--- src/rtl/v810_biu16.sv ---
// ---------------------------------------------------------------------------
// v810_biu16 -- data-side bus interface unit for the V810 core.
//
// Takes one 32-bit data request from the core and turns it into one or two
// 16-bit external bus cycles. The low half goes first, then the high half.
// A half whose byte enables are all inactive gets no bus cycle. Each bus
// cycle inserts NWAIT fixed wait states. After those, READYn is sampled
// until it goes low. C_READY pulses for one CE-cycle when the access is done.
//
// Parameters:
//   NWAIT    fixed wait states per bus cycle before READYn is sampled
//
// Ports:
//   clk      clock, all state on posedge
//   res      synchronous active-high reset
//   ce       clock enable, state advances only when high
//   c_a      core byte address, bits [1:0] ignored
//   c_do     core write data
//   c_ben    core byte enables, active-low, one bit per byte lane
//   c_mrqn   core memory request, active-low
//   c_rw     core direction, 1 = read
//   c_di     read data returned to the core
//   c_ready  access complete, one CE-cycle pulse
//   a        bus address, a[0] always 0
//   d_o      bus write data
//   d_i      bus read data
//   ben      bus byte enables, active-low
//   mrqn     bus request, active-low
//   rw       bus direction, 1 = read
//   readyn   bus cycle done, active-low
// ---------------------------------------------------------------------------
module v810_biu16 #(
    parameter int NWAIT = 0
) (
    input  logic        clk,
    input  logic        res,
    input  logic        ce,
    input  logic [31:0] c_a,
    input  logic [31:0] c_do,
    input  logic [3:0]  c_ben,
    input  logic        c_mrqn,
    input  logic        c_rw,
    output logic [31:0] c_di,
    output logic        c_ready,
    output logic [31:0] a,
    output logic [15:0] d_o,
    input  logic [15:0] d_i,
    output logic [1:0]  ben,
    output logic        mrqn,
    output logic        rw,
    input  logic        readyn
);

    typedef enum logic [1:0] {IDLE, LO, HI, DONE} state_t;

    localparam logic [7:0] WAIT_LAST = 8'(NWAIT);

    state_t      state, state_nx;
    logic [29:0] addr_q, addr_nx;
    logic [15:0] data_hi_q, data_hi_nx;
    logic [1:0]  ben_hi_q, ben_hi_nx;
    logic [7:0]  wcnt, wcnt_nx;
    logic [31:0] c_di_nx, a_nx;
    logic [15:0] d_o_nx;
    logic [1:0]  ben_nx;
    logic        c_ready_nx, mrqn_nx, rw_nx;

    // Word alignment is implied; the byte offset is intentionally dropped.
    logic        unused_addr_bits;
    assign unused_addr_bits = ^c_a[1:0];

    always_ff @(posedge clk) begin
        if (res) begin
            state     <= IDLE;
            addr_q    <= '0;
            data_hi_q <= '0;
            ben_hi_q  <= 2'b11;
            wcnt      <= '0;
            c_di      <= '0;
            c_ready   <= 1'b0;
            a         <= '0;
            d_o       <= '0;
            ben       <= 2'b11;
            mrqn      <= 1'b1;
            rw        <= 1'b1;
        end else begin
            state     <= state_nx;
            addr_q    <= addr_nx;
            data_hi_q <= data_hi_nx;
            ben_hi_q  <= ben_hi_nx;
            wcnt      <= wcnt_nx;
            c_di      <= c_di_nx;
            c_ready   <= c_ready_nx;
            a         <= a_nx;
            d_o       <= d_o_nx;
            ben       <= ben_nx;
            mrqn      <= mrqn_nx;
            rw        <= rw_nx;
        end
    end

    // Next-state logic. Bus outputs are computed here and registered on the
    // edge that enters LO or HI. They are therefore stable for the whole bus
    // cycle. With ce low every register keeps its value.
    always_comb begin
        state_nx   = state;
        addr_nx    = addr_q;
        data_hi_nx = data_hi_q;
        ben_hi_nx  = ben_hi_q;
        wcnt_nx    = wcnt;
        c_di_nx    = c_di;
        c_ready_nx = c_ready;
        a_nx       = a;
        d_o_nx     = d_o;
        ben_nx     = ben;
        mrqn_nx    = mrqn;
        rw_nx      = rw;
        if (ce) begin
            case (state)
                IDLE: begin
                    if (!c_mrqn) begin
                        addr_nx    = c_a[31:2];
                        data_hi_nx = c_do[31:16];
                        ben_hi_nx  = c_ben[3:2];
                        rw_nx      = c_rw;
                        c_di_nx    = '0;
                        wcnt_nx    = '0;
                        if (!(&c_ben[1:0])) begin
                            state_nx = LO;
                            mrqn_nx  = 1'b0;
                            a_nx     = {c_a[31:2], 2'b00};
                            ben_nx   = c_ben[1:0];
                            d_o_nx   = c_do[15:0];
                        end else if (!(&c_ben[3:2])) begin
                            state_nx = HI;
                            mrqn_nx  = 1'b0;
                            a_nx     = {c_a[31:2], 2'b10};
                            ben_nx   = c_ben[3:2];
                            d_o_nx   = c_do[31:16];
                        end else begin
                            // No byte enabled at all: finish without a bus cycle.
                            state_nx   = DONE;
                            c_ready_nx = 1'b1;
                        end
                    end
                end
                LO, HI: begin
                    if (wcnt != WAIT_LAST) begin
                        wcnt_nx = wcnt + 8'd1;
                    end else if (!readyn) begin
                        if (rw) begin
                            if (state == LO) c_di_nx[15:0]  = d_i;
                            else             c_di_nx[31:16] = d_i;
                        end
                        if (state == LO && !(&ben_hi_q)) begin
                            // Go straight into the high half. mrqn stays low.
                            state_nx = HI;
                            wcnt_nx  = '0;
                            a_nx     = {addr_q, 2'b10};
                            ben_nx   = ben_hi_q;
                            d_o_nx   = data_hi_q;
                        end else begin
                            state_nx   = DONE;
                            mrqn_nx    = 1'b1;
                            c_ready_nx = 1'b1;
                        end
                    end
                end
                DONE: begin
                    state_nx   = IDLE;
                    c_ready_nx = 1'b0;
                end
                default: state_nx = IDLE;
            endcase
        end
    end

endmodule

--- config.mk ---
export PLATFORM = sky130hd
export DESIGN_NAME = v810_biu16
export DESIGN_NICKNAME = d
export VERILOG_FILES = /design/src/rtl/v810_biu16.sv
export SDC_FILE = /design/constraint.sdc
export NUM_CORES = 1
export LEC_CHECK = 0
export CORE_ASPECT_RATIO = 0.75
export CORE_MARGIN = 2
export CORE_UTILIZATION = 49
export DETAILED_ROUTE_END_ITERATION = 16
export GPL_TIMING_DRIVEN = 0
export PLACE_DENSITY = 0.85
export SYNTH_ARGS = -nofsm -noshare
export SYNTH_HDL_FRONTEND = slang
export SYNTH_SLANG_ARGS = --single-unit
--- constraint.sdc ---
create_clock -name clk -period 2.49 [get_ports clk]
set_input_delay 0.3735 -clock clk [delete_from_list [all_inputs] [get_ports clk]]
set_output_delay 0.3735 -clock clk [all_outputs]
set_load 0.05 [all_outputs]
==> PnR_summary.wiki <==
{| class="wikitable"
! Metric !! Value
|-
| Static leakage power || 3.36 nW
|-
| Switching power share of the total || 33.8%
|-
| Fraction of the mapped netlist area in compound gates || 22.4%
|-
| Core Footprint || 0.0130 mm^2
|-
| Power density of the placed cells || 841 mW/mm^2
|-
| RR Startpoint || wcnt[0]
|-
| Clk sink count || 142
|-
| Buffers and inverters on the worst path || 2
|-
| Data arrival time of the critical path || 2.72 ns
|-
| Area enclosed by the die boundary || 0.0142 mm^2
|-
| Total of max-cap violations || 0
|-
| Detailed Place HPWL || 13.8 mm
|-
| Hold depth || 2
|-
| Register area share after synthesis || 43.7%
|-
| Max Transition Viols Final || 0
|-
| Wire length of the first global-routing pass || 31.3 mm
|-
| Pin count of the biggest net entering global routing || 17
|-
| Crit Reg-Reg Endpoint || d_o[5]
|-
| Total net switching power || 2.59 mW
|-
| Number of antenna violations at the first check in global routing || 0
|-
| Endpoint type of the worst setup path || flip-flop
|-
| Combinational power share || 30.9%
|-
| Worst Reg2Reg Path Length in Cells || 7
|-
| Final wirelength || 20.0 mm
|-
| Outcome || finished clean
|-
| Summed instance area of the synthesized netlist || 0.00651 mm^2
|-
| Ys async rst share || 0%
|-
| Final nets || 1036
|-
| Worst Hold Launch || addr_q[22]
|-
| Fraction of the mapped netlist area in simple logic gates || 17.0%
|-
| Internal power summed over all cells || 5.08 mW
|-
| Clock input transition at the sequential cells of the worst setup and hold paths || 0.06 ns
|-
| CTS tree || yes
|-
| CP peak stage delay || 0.54 ns
|-
| Global-route total usage across every layer || 27.6%
|-
| Clock tree buffer depth || 2
|-
| Drc violations || 0
|-
| Worst relative slew slack || 48.7%
|-
| Antenna diodes || 0
|-
| Share of synthesized area spent on multiplexers || 9.84%
|-
| Number of warnings reported in the yosys synthesis log || 0
|-
| Worst-path maximum fanout || 10
|-
| Number of levels in the clock H-tree || 4
|-
| Unique masters post-synth || 57
|-
| Routability congestion estimate from global placement || 0.930
|-
| Clk network pwr share || 35.5%
|-
| Synth Area in Adders || 1.15%
|-
| Number of DRC markers after the initial detailed-route iteration || 647
|-
| Proportion of layout cells with a drive suffix above 1 || 10.3%
|-
| Root buf cell || clkbuf_16
|-
| Worst vdd ir || 0.534 mV
|-
| Final core utilization || 70.4%
|-
| Clk_lat worst skew || 0.42 ns
|-
| Predominant post-synthesis flop cell || dfxtp_1
|-
| Synthesis-stage register bit count || 142
|-
| Num rows || 36
|-
| Finished layout cell area || 0.00913 mm^2
|-
| Average wire length per cell after detail routing || 17.8 um
|-
| Via count || 6539
|-
| Worst reg-to-reg setup slack || 0.12 ns
|-
| Average size of a mapped cell || 8.72 um^2
|-
| Top cell type by total area after synthesis || dfxtp_1
|-
| Antenna-violating nets left || 0
|-
| Dominant combinational cell family by area after synthesis || compound AO/OA/AOI/OAI gates
|-
| Maximum clock frequency || 422 MHz
|-
| Worst Hold Class || reg -> reg
|-
| Synthesized Nets || 843
|-
| Number of hold buffers added after cts || 0
|-
| List of cells traversed by the critical path || inv_1 -> ha_1 -> or4b_4 -> o31ai_4 -> buf_2 -> nand4_1 -> a21oi_1
|-
| Setup Viol. Count Final || 0
|-
| Worst path top cell family by delay || compound AO/OA/AOI/OAI gates
|-
| Final Cycle Share || 95.1%
|-
| Die height || 104 um
|-
| Clock Skew || 0.00653 ns
|-
| Final hold viol count || 0
|-
| Crit path time final || 2.37 ns
|-
| Horizontal die dimension || 137 um
|-
| Post-Syn Instances || 747
|-
| Worst min-delay path endpoint || addr_q[22]
|-
| Total negative setup slack || 0 ns
|-
| Number of buffers inserted during clock tree synthesis || 17
|-
| Number of enable flip-flop cells after synthesis || 0
|-
| Number of I/O port buffers || 171
|-
| Type of the worst setup path || reg -> reg
|-
| Tightest Pin Transition || 0.769 ns
|-
| Layout overhead on the synthesized area || 40.2%
|-
| First drt pass iteration count || 5
|-
| Vias in the first global route || 6175
|-
| Number of ports placed on the die boundary || 175
|-
| Worst Setup Start Kind || flip-flop
|-
| Cell type of the slowest stage on the worst timing path || o31ai_4
|-
| Initial standard-cell utilization of the core || 50.2%
|-
| Xor-xnor portion of the synthesized cell area || 0%
|-
| Via-per-instance ratio || 5.83
|-
| Share of the synthesized area in the top cell type || 43.7%
|-
| Endpoint required time on the critical path || 2.84 ns
|-
| Cell Area, Placed || 0.00844 mm^2
|-
| Top cells by area, synth || dfxtp_1, mux2i_1, nand2_1
|-
| Global route overflow || 0
|-
| Flop pwr share || 33.6%
|}
-- how the worst max path moves through the flow --
stage	start	slack (ns)	depth (start not counted)	end
floorplan	state[0]	0.37	9	a[18]
global placement	ce	-0.19	7	a[20]
detailed placement	ce	-0.22	7	a[19]
CTS	state[0]	0.0003	7	a[5]
global route	state[0]	-0.006	9	a[27]
finish	wcnt[0]	0.12	7	d_o[5]
-- per-stage QoR --
stage	power (mW)	hold WS [ns]	std cells	setup WS (ns)
finish	7.68	0.453	1122	0.122
global route	7.92	0.471	1122	-0.00604
CTS	7.61	0.454	1119	0.000310
detailed placement	4.90	0.447	1089	-0.219
global placement	4.88	0.441	1089	-0.190
floorplan	4.15	0.436	747	0.370
-- power by group through the flow --
stage               clock (mW)  combinational [mW]  sequential, mW
floorplan                    0                1.06            3.09
global placement             0                2.26            2.63
detailed placement           0                2.28            2.62
CTS                       2.72                2.31            2.58
global route              2.82                2.50            2.60
finish                    2.72                2.37            2.58
-- synth_stat cells (3+ instances only) --
library cell and count:
nand2_1 153, dfxtp_1 142, a21oi_1 69, mux2i_1 64, a31oi_1 53, clkbuf_1 50, a211oi_1 34, nand3_1 20
a21bo_2 18, nand4_1 18, nor2b_1 18, o31ai_1 16, nor2_1 9, inv_1 7, buf_1 6, buf_2 6
buf_4 6, ha_1 6, buf_6 5, nand3b_1 3
-- tightest hold or removal path, cell delays in order, from the launching register on --
cell and delay [ns]:
dfxtp_1 0.30, nand2_1 0.05, a21oi_1 0.05
-- layout by cell type (no fill, tap or decap), drive strengths merged, types with 2 or more instances in the layout --
cell           instances
clkdlybuf4s50        171
nand2                153
dfxtp                142
a21oi                 69
clkbuf                69
mux2i                 64
a31oi                 53
a211oi                34
buf                   28
nand3                 21
nand4                 19
nor2b                 18
a21bo                 18
o31ai                 17
nor2                   9
inv                    8
ha                     6
bufinv                 4
nor3                   4
clkinv                 4
nand3b                 3
o21ai                  3
and3b                  2
o2111ai                2
a41oi                  2
nand2b                 2
clkinvlp               2
a21boi                 2
a311oi                 2
-- cell type report --
class,count,area [um^2]
buffer,73,374
tap,171,214
multi-input combinational,523,3300
clock buffer,20,467
sequential,142,2840
clock inverter,10,163
inverter,8,30.0
fill,968,3840
timing repair buffer,175,1740
-- state kept, by name, indices dropped and copies added (netlist names), 2 cells and up --
register / count
ben_hi_q: 2
data_hi_q: 16
state: 2
wcnt: 8
a: 31
c_di: 32
addr_q: 30
ben: 2
d_o: 16
-- what timing repair did --
item	CTS	global route
endpoints found under the setup margin	20	95
setup buffers	0	4
resized for setup	4	28
-- kinds of logic (layout without fill, tap and decap cells) --
kind of cell | Yosys count | count (layout)
AND/OR/NAND/NOR | 238 | 238
AO/OA/AOI/OAI | 214 | 214
flip-flops | 142 | 142
buffers and inverters | 82 | 286
multiplexers | 64 | 64
adder cells (fa/ha/maj) | 6 | 6
other | 1 | 1
-- routing by layer --
layer	global-route usage [%]	vias to the layer above	wire (um)
met1	38.9	3075	8930
met5	0	-	0
met3	5.63	41	1780
met4	10.5	0	402
li1	-	3079	-
met2	41.5	344	8910
Power figures use the tool's default switching activity.
